===== src/rtl/alu_frame_ctrl.sv =====
// Multi-byte UART framing controller for the combinational ALU: assembles A/B/opcode
// frames, drives the ALU and streams the result back. Define ALU_FRAME_TIMEOUT_EN for the inter-byte timeout.
module alu_frame_ctrl #(
  parameter int DATA_WIDTH     = 8,
  parameter int SIZEDATA       = 16,
  parameter int SIZEOP         = 6,
  parameter int TIMEOUT_CYCLES = 100000
) (
  input  logic                  i_clock,
  input  logic                  i_reset,
  input  logic                  i_rx_done,
  input  logic [DATA_WIDTH-1:0] i_rx_data,
  input  logic                  i_rx_parity_err,
  input  logic [SIZEDATA-1:0]   i_alu_result,
  input  logic                  i_tx_done,
  output logic [SIZEDATA-1:0]   o_alu_datoa,
  output logic [SIZEDATA-1:0]   o_alu_datob,
  output logic [SIZEOP-1:0]     o_alu_opcode,
  output logic [DATA_WIDTH-1:0] o_tx_data,
  output logic                  o_tx_start,
  output logic                  o_busy,
  output logic                  o_frame_err,
  output logic [1:0]            o_err_code
);

  localparam int NB = SIZEDATA / DATA_WIDTH;
  localparam int CW = (NB > 1) ? $clog2(NB) : 1;

  typedef enum logic [2:0] {RX_A, RX_B, RX_OP, EXEC, TX_SEND, TX_WAIT} state_t;
  typedef enum logic [1:0] {
    ERR_NONE = 2'b00, ERR_PARITY = 2'b01, ERR_TIMEOUT = 2'b10, ERR_OVERRUN = 2'b11
  } err_t;

  state_t              state, state_next;
  logic [CW-1:0]       cnt, cnt_next;
  logic [SIZEDATA-1:0] sh_a, sh_b, result;
  logic                last_byte, timeout_hit;
  logic                err_set, err_clr, load_alu, latch_result;
  err_t                err_next;

  assign last_byte = (cnt == CW'(NB - 1));
  assign o_tx_data = result[cnt*DATA_WIDTH +: DATA_WIDTH];

`ifdef ALU_FRAME_TIMEOUT_EN
  localparam int TW = $clog2(TIMEOUT_CYCLES + 1);
  logic          mid_frame;
  logic [TW-1:0] to_cnt;

  // The idle first-byte position of RX_A is the only receive slot that may wait forever.
  assign mid_frame = ((state == RX_A) && (cnt != '0)) || (state == RX_B) || (state == RX_OP);

  always_ff @(posedge i_clock or negedge i_reset) begin
    if (!i_reset)                     to_cnt <= '0;
    else if (i_rx_done || !mid_frame) to_cnt <= '0;
    else if (to_cnt != TW'(TIMEOUT_CYCLES)) to_cnt <= to_cnt + 1'b1;
  end

  // Fires in the TIMEOUT_CYCLES-th cycle after the last byte; a byte in that cycle wins.
  assign timeout_hit = mid_frame && !i_rx_done && (to_cnt == TW'(TIMEOUT_CYCLES - 1));
`else
  assign timeout_hit = 1'b0 & (TIMEOUT_CYCLES > 0);
`endif

  always_ff @(posedge i_clock or negedge i_reset) begin
    if (!i_reset) begin
      state <= RX_A;
      cnt   <= '0;
    end else begin
      // NOTE: sequential state uses non-blocking assignments so every register samples pre-edge values.
      state <= state_next;
      cnt   <= cnt_next;
    end
  end

  always_comb begin
    // NOTE: every output of this block gets a default first, so no path can infer a latch.
    state_next   = state;
    cnt_next     = cnt;
    err_set      = 1'b0;
    err_clr      = 1'b0;
    err_next     = ERR_NONE;
    load_alu     = 1'b0;
    latch_result = 1'b0;
    o_tx_start   = 1'b0;
    o_busy       = 1'b0;
    case (state)
      RX_A, RX_B, RX_OP: begin
        if (i_rx_done && i_rx_parity_err) begin
          state_next = RX_A;
          cnt_next   = '0;
          err_set    = 1'b1;
          err_next   = ERR_PARITY;
        end else if (i_rx_done) begin
          if ((state == RX_A) && (cnt == '0)) err_clr = 1'b1;
          if (state == RX_OP) begin
            load_alu   = 1'b1;
            state_next = EXEC;
            cnt_next   = '0;
          end else if (last_byte) begin
            state_next = (state == RX_A) ? RX_B : RX_OP;
            cnt_next   = '0;
          end else begin
            cnt_next = cnt + 1'b1;
          end
        end else if (timeout_hit) begin
          state_next = RX_A;
          cnt_next   = '0;
          err_set    = 1'b1;
          err_next   = ERR_TIMEOUT;
        end
      end
      EXEC: begin
        o_busy       = 1'b1;
        latch_result = 1'b1;
        state_next   = TX_SEND;
      end
      TX_SEND: begin
        o_busy     = 1'b1;
        o_tx_start = 1'b1;
        state_next = TX_WAIT;
      end
      TX_WAIT: begin
        o_busy = 1'b1;
        if (i_tx_done) begin
          cnt_next   = last_byte ? '0 : cnt + 1'b1;
          state_next = last_byte ? RX_A : TX_SEND;
        end
      end
      default: begin
        state_next = RX_A;
        cnt_next   = '0;
      end
    endcase
    // Bytes arriving while the result is in flight are dropped; transmission is unaffected.
    if (o_busy && i_rx_done) begin
      err_set  = 1'b1;
      err_next = ERR_OVERRUN;
    end
  end

  always_ff @(posedge i_clock or negedge i_reset) begin
    if (!i_reset) begin
      // NOTE: the shadow/result registers are tiny, so they are reset like the rest of the outputs.
      sh_a         <= '0;
      sh_b         <= '0;
      result       <= '0;
      o_alu_datoa  <= '0;
      o_alu_datob  <= '0;
      o_alu_opcode <= '0;
      o_frame_err  <= 1'b0;
      o_err_code   <= 2'b00;
    end else begin
      if (i_rx_done && !i_rx_parity_err) begin
        if (state == RX_A) sh_a[cnt*DATA_WIDTH +: DATA_WIDTH] <= i_rx_data;
        if (state == RX_B) sh_b[cnt*DATA_WIDTH +: DATA_WIDTH] <= i_rx_data;
      end
      // Operands and opcode move together so the ALU never sees a partial frame.
      if (load_alu) begin
        o_alu_datoa  <= sh_a;
        o_alu_datob  <= sh_b;
        o_alu_opcode <= i_rx_data[SIZEOP-1:0];
      end
      if (latch_result) result <= i_alu_result;
      if (err_set) begin
        o_frame_err <= 1'b1;
        o_err_code  <= err_next;
      end else if (err_clr) begin
        o_frame_err <= 1'b0;
        o_err_code  <= ERR_NONE;
      end
    end
  end

endmodule


===== config.mk =====
export PLATFORM = sky130hd
export DESIGN_NAME = alu_frame_ctrl
export DESIGN_NICKNAME = d
export VERILOG_FILES = /design/src/rtl/alu_frame_ctrl.sv
export SDC_FILE = /design/constraint.sdc
export NUM_CORES = 1
export LEC_CHECK = 0
export CORE_MARGIN = 2
export CORE_UTILIZATION = 40
export CTS_CLUSTER_DIAMETER = 50
export DETAILED_ROUTE_END_ITERATION = 16
export MAX_ROUTING_LAYER = met4
export PLACE_DENSITY = 0.65
export SLEW_MARGIN = 20
export SYNTH_ARGS = -nofsm -noshare
export SYNTH_HDL_FRONTEND = slang
export SYNTH_SLANG_ARGS = --single-unit

===== constraint.sdc =====
create_clock -name i_clock -period 2.6 [get_ports i_clock]
set_clock_uncertainty 0.05 [all_clocks]
set_input_delay 0.39 -clock i_clock [delete_from_list [all_inputs] [get_ports i_clock]]
set_output_delay 0.39 -clock i_clock [all_outputs]
set_load 0.05 [all_outputs]

==> metrics.yaml <==
worst_setup_path:
  critPathMaxFanout: 10
  arrival_ns: 1.95
  reg2reg_depth: 4
  path_class: "reg2out"
  crit-reg2reg-launch: "state[2]$_DFFE_PN0P_"
  r2r_slack_ns: 0.48
  crit_path_start_kind: "flop"
  crit_required_ns: 2.16
  timing.rr.end: "sh_b[6]$_DFFE_PN0P_"
  critPathCaptureType: "output pin"
run:
  maxCapViolations: 0
clock_tree:
  root_buffer: "clkbuf_8"
  path_clk_slew_ns: 0.09
  htree_levels: 3
  cts.sinks: 92
  clk_latency_ns: 0.34
  clock_path_buffers: 2
  numCtsBuffers: 9
  cts_tree: "done"
timing:
  hold_violations: 0
  max_freq_mhz: 417.6
  hold_ws_ns: 0.4573
  rsz0062_at_grt: "false"
  period_minus_slack_ns: 2.394
  worst_slew_pin_slew_ns: 0.5721
  slew_violations: 0
  max_slew_margin_pct: 61.86
  setup_violations: 0
  finalCritPeriodShare_pct: 92.09
  finalSetupTns_ns: 0
detailed_routing:
  antenna_left: 0
  viasPerCell: 5.059
  routed_wl_mm: 7.118
  dr.pass1.iters: 5
  wl_per_cell_um: 16.07
  drtIter0Drc: 65
  num_vias: 2241
  post-route-drc-count: 0
final_layout:
  final_common_cell: "dfrtp_1"
  final_cell_mix: "91 x dfrtp_1, 87 x mux2_2, 76 x clkdlybuf4s50_1, 11 x clkbuf_8, 9 x buf_4"
  final_util_pct: 53.78
  drive_gt1_share_pct: 37.65
  final_nets: 356
  syn_to_final_growth_pct: 31.79
  antenna_cells: 0
floorplanning:
  die_h_um: 100.6
  rows: 35
  die_w_um: 100.6
  ios: 80
  start_util_pct: 40.81
  coreArea_um2: 9153
  die_area_um2: 10130
pwr:
  p_comb_share_pct: 47.3
  p_switching_mw: 2.654
  p_leak_nw: 2.241
  p_sw_share_pct: 40.35
  power_density_nw_per_um2: 1336
  clkPwrFrac_pct: 15.2
  power.total_mw: 6.578
  p_int_mw: 3.924
  vdd_drop_max_mv: 0.8274
  p_seq_share_pct: 37.5
placed_design:
  io_buffers: 79
  place_hpwl_mm: 4.850
  gp_congestion: 0.7803
global_routing:
  grt_pass1_wl_mm: 11.96
  grtUsageMet2_pct: 22.26
  use_met1_pct: 22.33
  groute.layer.met3.usage_pct: 3.883
  gr-total-overflow: 0
  track_usage_pct: 15.88
  antenna_found_initial: 0
  top_usage_layer: "met1"
  grt_pass1_vias: 2328
  grt_max_degree: 52
yosys:
  ys_ff_latch: 92
  yosysWarnings: 0
  yosysUniqueCellTypes: 34
  netlist_instances: 241
  syn_area_per_cell_um2: 15.50
  ys_seq_area_share_pct: 61.64
  netlist_area_um2: 3735
  syn_nets: 270
run_status:
  status: "completed"
min_path:
  holdPathEnd: "result[8]$_DFFE_PN0N_"
  hold-path-cell-count: 1
  hp-start: "result[8]$_DFFE_PN0N_"
  min_path_type: "reg2reg"
==> stage by stage <==
stage | setup WS (ns) | cell area (µm²) | std cells
floorplan | 0.6385 | 3735 | 241
global placement | 0.1014 | 4698 | 426
detailed placement | 0.05618 | 4698 | 426
CTS | 0.02244 | 4918 | 443
global route | 0.1302 | 4922 | 443
finish | 0.2055 | 4922 | 443
==> cells in the mapped netlist, drive strengths merged <==
cell type  count  area (µm²)
a221o          1       10.01
nand2b         1       6.260
a32o           1       10.01
nor3           1       5.000
a211o          1       8.760
o22ai          1       6.260
or4b           1       10.01
or3            1       6.260
nor3b          1       7.510
a22o           1       8.760
xnor2          1       8.760
a21oi          2       10.01
a22oi          2       15.01
a211oi         1       7.510
mux2          95        1100
or3b           1       8.760
dfrtp         92        2302
buf            8       50.04
o21ba          1       10.01
nand4b         1       8.760
nand3          1       5.000
clkbuf         7       26.28
nor2b          2       12.51
o21ai          4       20.02
and3           1       6.260
nor2           2       7.510
and4b          1       10.01
nand2          5       18.77
and2           1       6.260
nand3b         3       22.52
==> worst max-delay path, cell delays in order, from the launching register on <==
cell and delay (ns):
dfrtp_2 0.52, mux2_2 0.38, clkdlybuf4s50_1 0.70
==> power groups by stage <==
stage | clock network, mW | registers [mW] | logic [mW]
after detailed placement | 0 | 2.50 | 3.13
after floorplan | 0 | 3.22 | 1.36
after CTS | 1.04 | 2.47 | 3.14
after global routing | 1.09 | 2.57 | 3.28
after global placement | 0 | 2.47 | 3.10
final | 0.998 | 2.47 | 3.11
==> logic make-up after synthesis <==
family,Yosys count,synth area share (%)
xor gates and xnor gates,1,0.2345
muxes,95,29.45
DFF,92,61.64
AOI/OAI and AO/OA,15,2.848
and+or+nand+nor,23,3.786
buffers and inverters,15,2.043
==> layer usage <==
layer | vias up | wire, µm | part of all wire [%]
met1 | 1115 | 3487 | 49
met2 | 77 | 3110 | 44
met5 | - | 0 | 0
li1 | 1038 | - | -
met3 | 11 | 431 | 6.1
met4 | 0 | 89 | 1.3
==> what timing repair did <==
| item | in CTS | in global routing |
|---|---|---|
| gates resized for setup | 0 | 2 |
| setup endpoints to repair | 0 | 8 |
| hold endpoints to repair | 26 | 0 |
| setup buffers | 0 | 0 |
| hold buffers | 1 | 0 |
==> layout make-up <==
type	instances	area [µm²]
clock buffer	12	155.1
clock inverter	4	55.05
timing repair buffer	90	910.9
sequential	92	2303
fill	781	4230
tap	111	138.9
multi-input combinational	134	1359
==> sequential cells by signal (all words and copies together), names as in the netlist <==
name          cells
state             3
cnt               1
o_alu_opcode      6
o_alu_datoa      16
sh_b             16
o_frame_err       1
o_alu_datob      16
o_err_code        1
sh_a             16
result           16
==> worst max path at each step <==
stage	slack (ns)	from	endpoint	depth (start not counted)
2_1_floorplan	0.64	i_rx_done	sh_b[0]$_DFFE_PN0P_	5
3_3_place_gp	0.10	i_rx_done	sh_b[9]$_DFFE_PN0P_	5
3_5_place_dp	0.06	i_rx_done	sh_b[10]$_DFFE_PN0P_	5
4_1_cts	0.02	state[0]$_DFFE_PN0P_	o_tx_start	3
5_1_grt	0.13	cnt$_DFFE_PN0P_	o_tx_data[0]	2
6_report	0.21	cnt$_DFFE_PN0P_	o_tx_data[0]	2
No activity file was read; power rests on OpenSTA's default activity.
==> RTL change 1: new RTL, same flow settings <==
Build with the macro `ALU_FRAME_TIMEOUT_EN` defined.
--- a/src/rtl/alu_frame_ctrl.sv
+++ b/src/rtl/alu_frame_ctrl.sv
@@ -2,2 +2,4 @@
 // frames, drives the ALU and streams the result back. Define ALU_FRAME_TIMEOUT_EN for the inter-byte timeout.
+`define ALU_FRAME_TIMEOUT_EN
+
 module alu_frame_ctrl #(
Function: same outputs for any inputs over 4 cycles, from zero or initial values and one cycle with i_reset low; that may be too few to reach the edited logic, so the function may still have changed.
==> RTL change 1 against the original RTL <==
Synthesized area grew 26%; die area rose by 25%; cell count rose by 39%; critical path depth stayed put; routed wire length is 27% higher; setup slack got worse by 0.019 ns; non-clock buffer count stayed put; utilization shrank 1.2 points; final area increased by 22%; sequential cell count increased by 18; total power increased by 18%; sequential power up 15%; critical path type unchanged; critical endpoint is now o_tx_data[2]; highest routed layer unchanged.
==> RTL change 1: results (changes against the original RTL) <==
* Number of fillers in the final layout at 1003 (+28%)
* Number of detailed-routing iterations run before antenna repair at 4 (-1)
* Met1 track demand over resource in global routing at 20.1% (-2.2 points)
* Remaining max-slew budget at the tightest pin at 61.7% (-0.15 points)
* RePlAce Congestion at 0.783 (+0.33%)
* Via count of the first global-routing pass at 3253 (+40%)
* Launching point of the worst reg2reg path: state[0]
* Sum of routed wire length over all layers at 9050 um (+27%)
* Share of the synthesized netlist area taken by xor and xnor gates at 1.49% (+1.3 points)
* CP max FO at 15 (+5)
* HPWL after detailed placement at 6290 um (+30%)
* Status: finished clean
* Leak at 2.70 nW (+20%)
* Met2 routing resource usage after global routing at 25.4% (+3.2 points)
* Overall Global Routing Usage at 15.7% (-0.19 points)
* Root buffer cell: clkbuf_16
* Starting DRC count in detailed routing at 213 (+230%)
* Global-route wire length before repair at 15700 um (+31%)
* Number of vias per cell at 5.13 (+1.4%)
* GR met3 Demand/Resource at 4.48% (+0.60 points)
* Share of the yosys chip area belonging to registers at 58.7% (-3.0 points)
* Leading cell types by total area after synthesis: dfrtp_1, mux2_2, nand2_1
* Register-to-register setup slack at 0.60 ns (+0.12 ns)
* Hold/Removal Path Class: in -> async
* R2R Path End: to_cnt[0]
* Share of final-layout standard cells stronger than drive strength 1 at 23.9% (-14 points)
* Multiplexer area fraction after synthesis at 19.4% (-10 points)
* Largest net degree at the start of global routing at 111 (+110%)
* Post-place instance area at 5700 um^2 (+21%)
[RTL change 1: changes by cell type in the layout (fill, tap and decap cells not counted), moves of 4 or more]
cell	unedited run	this run
clkbuf_8	11	0
clkbuf_16	0	9
xor2_1	0	8
or3_1	1	7
mux2_2	87	70
inv_1	0	4
inv_8	0	4
a21oi_1	2	13
nand3_1	1	14
dfrtp_1	91	109
nor2_1	2	15
nand2_1	4	67
[RTL change 1: metal layers]
layer | routed length [um] | part of all wire (%) | vias to the layer above
met4 | 61 | 0.67 | 0
li1 | - | - | 1511
met5 | 0 | 0 | -
met3 | 485 | 5.4 | 6
met2 | 4290 | 47 | 81
met1 | 4200 | 46 | 1563
[RTL change 1: worst max path at each step]
stage,from,end,cells past startpoint
floorplan,state[2],o_tx_start,3
global placement,i_rx_done,sh_b[3],5
detailed placement,i_rx_done,sh_b[0],5
CTS,cnt,o_tx_data[2],2
global route,cnt,o_tx_data[2],2
finish,cnt,o_tx_data[2],2
[RTL change 1: through the flow]
stage	instances	hold WS (ns)	setup slack, ns
after global routing	616	0.0857	0.102
final	616	0.0469	0.186
after global placement	600	0.404	0.267
after detailed placement	600	0.409	0.229
after floorplan	383	0.0444	0.674
after CTS	616	0.0893	0.157
[RTL change 1: worst max-delay path, cell delays in order (launching register included)]
cell and delay, ns:
dfrtp_2 0.55, mux2_2 0.38, clkdlybuf4s50_1 0.71
[RTL change 1: final cells by class]
type | instances | area share, %
Tap cell | 143 | 2.98
Clock inverter | 7 | 1.25
Inverter | 4 | 0.250
Sequential cell | 110 | 45.9
Timing Repair Buffer | 90 | 15.1
Clock buffer | 9 | 3.75
Multi-Input combinational cell | 253 | 30.7
[RTL change 1: power by group]
part	internal (W)	switching (W)
sequential	0.00241	0.000429
clock	0.000686	0.000652
combinational	0.00146	0.00213
total	0.00455	0.00321
==> RTL change 2: new RTL, same settings <==
Made on the original files. Add an input register stage for `i_rx_data`, `i_rx_parity_err`, `i_alu_result` and `i_tx_done`, cleared by the reset; this delays them by one clock. The other inputs are not delayed to match.
--- a/src/rtl/alu_frame_ctrl.sv
+++ b/src/rtl/alu_frame_ctrl.sv
@@ -32,2 +32,21 @@
   } err_t;
+
+  logic [DATA_WIDTH-1:0] i_rx_data_q;
+  logic i_rx_parity_err_q;
+  logic [SIZEDATA-1:0] i_alu_result_q;
+  logic i_tx_done_q;
+
+  always_ff @(posedge i_clock or negedge i_reset) begin
+    if (!i_reset) begin
+      i_rx_data_q       <= '0;
+      i_rx_parity_err_q <= '0;
+      i_alu_result_q    <= '0;
+      i_tx_done_q       <= '0;
+    end else begin
+      i_rx_data_q       <= i_rx_data;
+      i_rx_parity_err_q <= i_rx_parity_err;
+      i_alu_result_q    <= i_alu_result;
+      i_tx_done_q       <= i_tx_done;
+    end
+  end
 
@@ -87,3 +106,3 @@
       RX_A, RX_B, RX_OP: begin
-        if (i_rx_done && i_rx_parity_err) begin
+        if (i_rx_done && i_rx_parity_err_q) begin
           state_next = RX_A;
@@ -123,3 +142,3 @@
         o_busy = 1'b1;
-        if (i_tx_done) begin
+        if (i_tx_done_q) begin
           cnt_next   = last_byte ? '0 : cnt + 1'b1;
@@ -152,5 +171,5 @@
     end else begin
-      if (i_rx_done && !i_rx_parity_err) begin
-        if (state == RX_A) sh_a[cnt*DATA_WIDTH +: DATA_WIDTH] <= i_rx_data;
-        if (state == RX_B) sh_b[cnt*DATA_WIDTH +: DATA_WIDTH] <= i_rx_data;
+      if (i_rx_done && !i_rx_parity_err_q) begin
+        if (state == RX_A) sh_a[cnt*DATA_WIDTH +: DATA_WIDTH] <= i_rx_data_q;
+        if (state == RX_B) sh_b[cnt*DATA_WIDTH +: DATA_WIDTH] <= i_rx_data_q;
       end
@@ -160,5 +179,5 @@
         o_alu_datob  <= sh_b;
-        o_alu_opcode <= i_rx_data[SIZEOP-1:0];
+        o_alu_opcode <= i_rx_data_q[SIZEOP-1:0];
       end
-      if (latch_result) result <= i_alu_result;
+      if (latch_result) result <= i_alu_result_q;
       if (err_set) begin
Behaviour: not the same (Yosys sat finds a counterexample within 4 cycles, from zero or initial values and one cycle with i_reset low).
==> RTL change 2 against the original RTL <==
Utilization up 2.2 points; synthesized area up 18%; sequential cell count up 26; total power up 15%; final area up 23%; cell count up 16%; routed wire length up 14%; setup slack worse by 0.15 ns.
==> RTL change 2: results (changes against the original RTL) <==
* Number of vias per cell at 4.93 (-2.5%)
* Via count of the first global-routing pass at 2601 (+12%)
* Number of non-clock inverters in the layout at 1 (+1)
* Largest net degree at the start of global routing at 58 (+12%)
* Number of buffers added by the clock tree synthesis step at 17 (+8)
* Number of detailed-routing iterations run before antenna repair at 4 (-1)
* Routed wire length on met2 at 3790 um (+22%)
* Min-delay src: i_alu_result[12]
* Commonest cells post-synth: dfrtp_1, mux2_2, buf_2
* Sum of routed wire length over all layers at 8120 um (+14%)
* Fraction of standard cell area that is sequential at 48.9% (+2.1 points)
* Global-route wire length before repair at 13200 um (+10%)
* RePlAce Congestion at 0.790 (+1.2%)
* Net switching component of the power at 0.00238 W (-10%)
* Number of distinct library cells after synthesis at 36 (+5.9%)
* Number of fillers in the final layout at 873 (+12%)
* Met2 routing resource usage after global routing at 22.1% (-0.16 points)
* Worst Setup Slack post-DPL at 0.369 ns (+0.312 ns)
* Number of nets in the finished design at 389 (+9.3%)
* Hold/Removal Path Class: in -> reg
* Comb power at 0.00220 W (-29%)
* Mean cell area of the mapped netlist at 16.4 um^2 (+5.6%)
* WL met3 at 555 um (+29%)
* Share of the yosys chip area belonging to registers at 67.0% (+5.4 points)
* Launching point of the worst reg2reg path: state[0]
* Syn Nets at 298 (+10%)
* GR met3 Demand/Resource at 5.38% (+1.5 points)
* Clock-cell share of area at 11.1% (+6.8 points)
* Clock buf count at 20 (+8)
* Wire length the detailed router placed on met1 at 3640 um (+4.3%)
* Status: finished clean
* Later-pin clock latency in the skew report at 0.50 ns (+0.16 ns)
* Share of final-layout standard cells stronger than drive strength 1 at 37.8% (+0.15 points)
-- RTL change 2: worst max-delay path: stages, from the launching register on --
cell	delay [ns]
dfrtp_2	0.50
mux2_2	0.38
clkdlybuf4s50_1	0.72
-- RTL change 2: cell families after synthesis --
group,synth area share (%)
flops,67.0
mux,24.3
compound gates,2.84
simple gates,3.55
buf+inv,2.30
-- RTL change 2: path summary, 6_finish.rpt --
path	depth (start not counted)	to	slack, ns
setup / recovery	2	o_tx_data[3]	0.06
hold / removal	1	i_alu_result_q[12]	0.27
setup reg to reg	4	o_alu_datob[0]	0.69
hold reg to reg	1	result[8]	0.42
max in group asynchronous	3	sh_b[0]	1.44
min in group asynchronous	2	i_rx_data_q[6]	0.29
-- RTL change 2: timing repair --
item	4_1_cts	5_1_grt
setup endpoints to repair	9	0
resized for setup	2	0
hold buffers	1	0
hold endpoints to repair	27	0
